## src/rtl/rotary_step_controller.sv

```systemverilog
// Rotary encoder front end: per-pin sync + debounce, detent decode, command FIFO with
// valid/ready issue, and the position counter that moves only on accepted commands.

module rsc_pin_debounce #(
  parameter int DEBOUNCE_CYCLES = 16
) (
  input  logic clock,
  input  logic reset,
  input  logic hold,
  input  logic sample,
  output logic deb
);
  localparam logic [15:0] CNT_MAX = 16'(DEBOUNCE_CYCLES - 1);

  logic        cand_q, cand_d;
  logic        deb_q, deb_d;
  logic [15:0] cnt_q, cnt_d;

  always_comb begin
    cand_d = cand_q;
    cnt_d  = cnt_q;
    deb_d  = deb_q;
    if (sample != cand_q) begin
      cand_d = sample;
      cnt_d  = '0;
    end else if (hold) begin
      cnt_d  = '0;
    end else if (cnt_q == CNT_MAX) begin
      // counter parks at the threshold; debounced value follows the candidate
      deb_d  = cand_q;
    end else begin
      cnt_d  = cnt_q + 16'd1;
    end
  end

  always_ff @(posedge clock or negedge reset) begin
    if (!reset) begin
      cand_q <= 1'b0;
      cnt_q  <= '0;
      deb_q  <= 1'b0;
    end else begin
      cand_q <= cand_d;
      cnt_q  <= cnt_d;
      deb_q  <= deb_d;
    end
  end

  assign deb = deb_q;
endmodule

module rotary_step_controller #(
  parameter int DEBOUNCE_CYCLES = 16,
  parameter int FIFO_DEPTH      = 4,
  parameter int POS_WIDTH       = 3
) (
  input  logic                 clock,
  input  logic                 reset,
  input  logic                 locked,
  input  logic [1:0]           rotary,
  output logic                 cmd_valid,
  output logic                 cmd_dir,
  input  logic                 cmd_ready,
  output logic [POS_WIDTH-1:0] position,
  output logic                 dropped
);
  localparam int AW   = (FIFO_DEPTH > 1) ? $clog2(FIFO_DEPTH) : 1;
  localparam int CNTW = AW + 1;

  logic [1:0]            sync1_q, sync1_d, sync2_q, sync2_d;
  logic [1:0]            prev_q, prev_d;
  logic [1:0]            deb;
  logic                  hold;
  logic [FIFO_DEPTH-1:0] mem_q, mem_d;
  logic [AW-1:0]         wptr_q, wptr_d, rptr_q, rptr_d;
  logic [CNTW-1:0]       count_q, count_d;
  logic [POS_WIDTH-1:0]  pos_q, pos_d;
  logic                  dropped_q, dropped_d;
  logic                  cw_evt, ccw_evt, push, wr, hs, full;

  assign hold = ~locked;

  for (genvar i = 0; i < 2; i++) begin : g_pin
    rsc_pin_debounce #(.DEBOUNCE_CYCLES(DEBOUNCE_CYCLES)) u_deb (
      .clock  (clock),
      .reset  (reset),
      .hold   (hold),
      .sample (sync2_q[i]),
      .deb    (deb[i])
    );
  end

  assign cmd_valid = (count_q != '0);
  assign cmd_dir   = mem_q[rptr_q];
  assign position  = pos_q;
  assign dropped   = dropped_q;

  always_comb begin
    sync1_d   = rotary;
    sync2_d   = sync1_q;
    // prev always tracks deb, so nothing can fire on the first cycle after relock
    prev_d    = deb;
    cw_evt    = locked && (prev_q == 2'b10) && (deb == 2'b00);
    ccw_evt   = locked && (prev_q == 2'b01) && (deb == 2'b00);
    push      = cw_evt | ccw_evt;
    full      = (count_q == CNTW'(FIFO_DEPTH));
    // a handshake only counts while locked, so a lock drop never half-applies a step
    hs        = cmd_valid & cmd_ready & locked;
    wr        = push & (~full | hs);
    mem_d     = mem_q;
    wptr_d    = wptr_q;
    rptr_d    = rptr_q;
    count_d   = count_q;
    pos_d     = pos_q;
    dropped_d = dropped_q | (push & ~wr);

    if (!locked) begin
      wptr_d  = '0;
      rptr_d  = '0;
      count_d = '0;
    end else begin
      if (hs) begin
        rptr_d = rptr_q + AW'(1);
        pos_d  = mem_q[rptr_q] ? pos_q + POS_WIDTH'(1) : pos_q - POS_WIDTH'(1);
      end
      if (wr) begin
        mem_d[wptr_q] = cw_evt;
        wptr_d        = wptr_q + AW'(1);
      end
      count_d = count_q + CNTW'(wr) - CNTW'(hs);
    end
  end

  always_ff @(posedge clock or negedge reset) begin
    if (!reset) begin
      sync1_q   <= '0;
      sync2_q   <= '0;
      prev_q    <= '0;
      mem_q     <= '0;
      wptr_q    <= '0;
      rptr_q    <= '0;
      count_q   <= '0;
      pos_q     <= '0;
      dropped_q <= 1'b0;
    end else begin
      sync1_q   <= sync1_d;
      sync2_q   <= sync2_d;
      prev_q    <= prev_d;
      mem_q     <= mem_d;
      wptr_q    <= wptr_d;
      rptr_q    <= rptr_d;
      count_q   <= count_d;
      pos_q     <= pos_d;
      dropped_q <= dropped_d;
    end
  end
endmodule

```

## config.mk

```make
export PLATFORM = sky130hd
export DESIGN_NAME = rotary_step_controller
export DESIGN_NICKNAME = d
export VERILOG_FILES = /design/src/rtl/rotary_step_controller.sv
export SDC_FILE = /design/constraint.sdc
export NUM_CORES = 1
export LEC_CHECK = 0
export CORE_MARGIN = 5
export CORE_UTILIZATION = 54
export CTS_BUF_LIST = sky130_fd_sc_hd__clkbuf_16
export CTS_CLUSTER_DIAMETER = 120
export DETAILED_ROUTE_END_ITERATION = 6
export DONT_BUFFER_PORTS = 1
export PLACE_DENSITY_LB_ADDON = 0.08
export SYNTH_ARGS = -nofsm -noshare
export SYNTH_HDL_FRONTEND = slang
export SYNTH_SLANG_ARGS = --single-unit
```

## constraint.sdc

```tcl
create_clock -name clock -period 3.8 [get_ports clock]
set_clock_uncertainty 0.15 [all_clocks]
set_input_delay 0.38 -clock clock [delete_from_list [all_inputs] [get_ports clock]]
set_output_delay 0.38 -clock clock [all_outputs]
set_load 0.01 [all_outputs]
```

==> run summary <==
- finished, final reports clean — outcome
- 0.0429 ns — hold slack
- 3.15 mm — sum of net half-perimeters after detailed placement
- 0.0699 — share of the synthesized area in compound gates (AO/OA/AOI/OAI)
- 0.0505 — synthesized-area fraction occupied by adder cells
- 0.742 — placer's final routability congestion estimate
- 0.000358 W — Net Sw Power
- 81.7 µm — Die Y
- 0.230 — met1 GRT Util
- or3b_4, a311oi_4, inv_1, ha_1, inv_1, ha_1, inv_1, fa_1, xnor2_1, xnor2_1, and2_1 — CP cell instances
- sky130_fd_sc_hd__dfrtp_1 — top flip-flop cell by instance count after synthesis
- 11 — depth of the most critical reg-to-reg path
- 0.083 — combinational cell fraction of total power
- 4 — drt pass-1 iters
- 3 — combined buffer and inverter count along the critical path
- 4.77 mm — routed wire length
- 57 — Num Clock Sinks
- 107 — number of DRC markers in iteration 0
- 39 — number of different library cells in the post-synthesis netlist
- adder cells — critical path's top delay family
- 0.0657 — fraction of layout cells with a size suffix above 1
- 58 — largest net degree at the start of global routing
- 1 — Worst Hold Depth
- 26 — FP Rows
- 0.95 ns — worst reg2reg setup slack
- 264 — cells after synthesis
- g_pin[1].u_deb.deb — crit path from
- 0 — number of instances resized during post-cts repair
- 8.65 mm — global-route wire length before repair
- 0.951 ns — post-layout worst setup margin
- 0 — number of max-slew violations in the final report
- flip-flop — Setup crit end kind
- 0.31 ns — clock insertion delay at the later pin of the skew report
- simple AND/OR/NAND/NOR gates — main combinational cell family by area after synthesis
- 10.5 µm² — Mapped Avg Cell Area
- 0 ns — total negative setup slack
- count_q[2] — endpoint of the worst-slack reg-to-reg timing path
- 2 — Longest Clk Path Bufs
- 0.230 — fraction of power spent switching nets
- 0.643 — Max transition margin
- 2.85 ns — clock period minus worst slack
- 0.00120 W — internal power component
- 0.918 ns — worst slack, placed
- 3.85 ns — required time reported for the critical path endpoint
- 351 MHz — fmax
- 0.535 ns — slew at the pin with the worst max-slew slack
- 0.0361 — mux share of post-synthesis cell area
- built — clock tree from TritonCTS
- 0.000363 V — worst supply voltage drop on vdd
- 0.475 — Clk network pwr share
- 0 — Max Cap Viol
- 0.0916 — xor and xnor area share after synthesis
- 13.9 µm — detailed-route wire length per cell
- 4 — count of hold-fix buffers inserted at cts
- 9 — number of buffers added by the clock tree synthesis step
- 0 — Yosys warnings
- sky130_fd_sc_hd__clkbuf_16 — library cell used as clock root buffer
- no — RSZ-0062 raised after global routing
- 0 — final antenna-violating net count
- 3 — H-tree level count
- met2 — layer carrying the most global-route usage
- 0 — total of endpoints with negative setup slack in the final report
- 0.750 — final critical-path share of the clock period
- 492 nW/µm² — Pwr per Cell Area
- 0.173 — overall routing resource usage
- 0.442 — Flop pwr share
- 280 — net count after synthesis
- 0.210 — area share of and/or/nand/nor cells after synthesis
- flip-flop — Worst Setup Start Kind
- 0.43 ns — delay contributed by the slowest stage of the critical path
- 5.48 — via density per instance
- 0.626 — core utilization of the finished layout
- 0 — count of antenna diodes in the layout
- 0 — Post-synth EDFFs
- 0 — Overflow after GRT
- 0.257 — met2 global-route usage
- primary input to flip-flop — Hold Path Class
- flip-flop to flip-flop — Setup Crit Path Kind
- 12 — ports placed on the boundary
- 0.550 — starting density of the core
- 0 — Setup Fix Bufs, Post-CTS
- 0.514 — share of the yosys chip area belonging to registers
- 1884 — via count of the routed design
- 0.0395 — met3 routing resource usage after global routing
- 1888 — number of global-route vias before repair
- g_pin[1].u_deb.deb — R2R Path Start
- sky130_fd_sc_hd__or3b_4 — critical path's slowest cell
- 5040 µm² — area of the core
- 1.00 — Async S/R FF share, synth
- 57 — flop and latch count out of synthesis
- 13.9% — Area growth syn-to-layout
- 1.36 nW — static leakage
- 0.05 ns — clock-pin slew of the registers on the worst-case setup and hold paths
- sky130_fd_sc_hd__inv_1 — cell seen most often among critical-path stages
- 286 — Post-layout nets
- 2.90 ns — worst endpoint data arrival time
- locked — origin of the worst min-delay path
- 2770 µm² — synthesized area
- 8 — crit-path max FO
- 81.7 µm — overall die width
- 0 — antenna violations before repair
- count_q[2] — end point of the worst hold path
- 0 — quantity of I/O buffers inserted on ports
- 6670 µm² — total die area
- 0 — hold violation total from the final report
- 0 — number of remaining DRC errors
-- state kept, by name (all words and copies together), names as in the netlist, 3 cells and up --
signal and flops:
position 3, mem_q 4, count_q 3, g_pin.u_deb.cnt_q 32
-- power groups by stage --
stage	registers (W)	logic [W]	clock network, W
floorplan	0.000689	0.0000983	0
global placement	0.000697	0.000109	0
detailed placement	0.000699	0.000115	0
CTS	0.000689	0.000133	0.000752
global route	0.000694	0.000149	0.000785
finish	0.000688	0.000129	0.000738
-- cell usage in the layout, fill, tap and decap left out, types with 2 or more instances in the layout --
master	synthesis	routed
sky130_fd_sc_hd__dlygate4sd3_1	0	3
sky130_fd_sc_hd__dfrtp_1	57	57
sky130_fd_sc_hd__nor2b_1	2	2
sky130_fd_sc_hd__nand2_1	18	18
sky130_fd_sc_hd__and2_1	5	5
sky130_fd_sc_hd__inv_1	11	11
sky130_fd_sc_hd__clkbuf_16	0	9
sky130_fd_sc_hd__or3_1	8	8
sky130_fd_sc_hd__mux2_2	2	2
sky130_fd_sc_hd__nand3_1	13	13
sky130_fd_sc_hd__xor2_1	12	12
sky130_fd_sc_hd__nand4_1	9	9
sky130_fd_sc_hd__a41o_1	2	2
sky130_fd_sc_hd__and3_1	4	4
sky130_fd_sc_hd__ha_1	8	8
sky130_fd_sc_hd__nand2b_1	2	2
sky130_fd_sc_hd__nor4_1	9	9
sky130_fd_sc_hd__nor2_1	27	27
sky130_fd_sc_hd__a21oi_1	11	11
sky130_fd_sc_hd__o21ai_0	10	10
sky130_fd_sc_hd__a311oi_1	2	2
sky130_fd_sc_hd__fa_1	2	2
sky130_fd_sc_hd__nor3_1	5	5
sky130_fd_sc_hd__mux2_1	4	4
sky130_fd_sc_hd__clkinv_1	0	4
sky130_fd_sc_hd__xnor2_1	17	17
sky130_fd_sc_hd__and4_1	2	2
-- logic make-up after synthesis --
logic type	count (synthesis)
xor gates and xnor gates	29
adders and majority gates	10
muxes	8
DFF	57
AOI/OAI and AO/OA	29
buffers and inverters	20
and+or+nand+nor	111
-- per-stage QoR --
stage                     instances  power, W  cell area, µm²
final                           344   0.00155            3160
after global routing            344   0.00163            3160
after CTS                       344   0.00157            3160
after detailed placement        325  0.000814            2830
after global placement          325  0.000806            2830
after floorplan                 264  0.000787            2770
-- how the worst max path moves through the flow --
| stage | to | slack, ns | cells past startpoint |
|---|---|---|---|
| floorplan | count_q[2] | 1.05 | 11 |
| global placement | count_q[2] | 0.95 | 11 |
| detailed placement | count_q[2] | 0.92 | 11 |
| CTS | count_q[2] | 0.92 | 11 |
| global route | count_q[2] | 0.75 | 11 |
| finish | count_q[2] | 0.95 | 11 |
-- synth_stat cells, drive strengths merged, types with 3 or more instances --
master | count | area share
a21oi | 11 | 0.020
a311oi | 3 | 0.016
and2 | 5 | 0.011
and3 | 4 | 0.0090
clkbuf | 8 | 0.011
dfrtp | 57 | 0.51
ha | 8 | 0.036
inv | 11 | 0.015
mux2 | 6 | 0.024
nand2 | 18 | 0.024
nand3 | 13 | 0.023
nand4 | 9 | 0.020
nor2 | 27 | 0.037
nor3 | 5 | 0.0090
nor4 | 9 | 0.020
o21ai | 10 | 0.018
or3 | 8 | 0.018
xnor2 | 17 | 0.054
xor2 | 12 | 0.038
-- layer usage --
layer | wire length, µm | up-vias
met5 | 0 | -
met4 | 110 | 0
met3 | 208 | 9
met2 | 2110 | 40
met1 | 2340 | 899
li1 | - | 936
-- cell type report --
| type | count | area (µm²) |
|---|---|---|
| Inverter | 11 | 41.3 |
| Sequential cell | 57 | 1430 |
| Clock inverter | 6 | 50.0 |
| Tap cell | 70 | 87.6 |
| Clock buffer | 9 | 225 |
| Fill cell | 397 | 1880 |
| Multi-Input combinational cell | 187 | 1270 |
| Timing Repair Buffer | 4 | 57.6 |
Note: power is estimated with default switching activity, not from simulation.
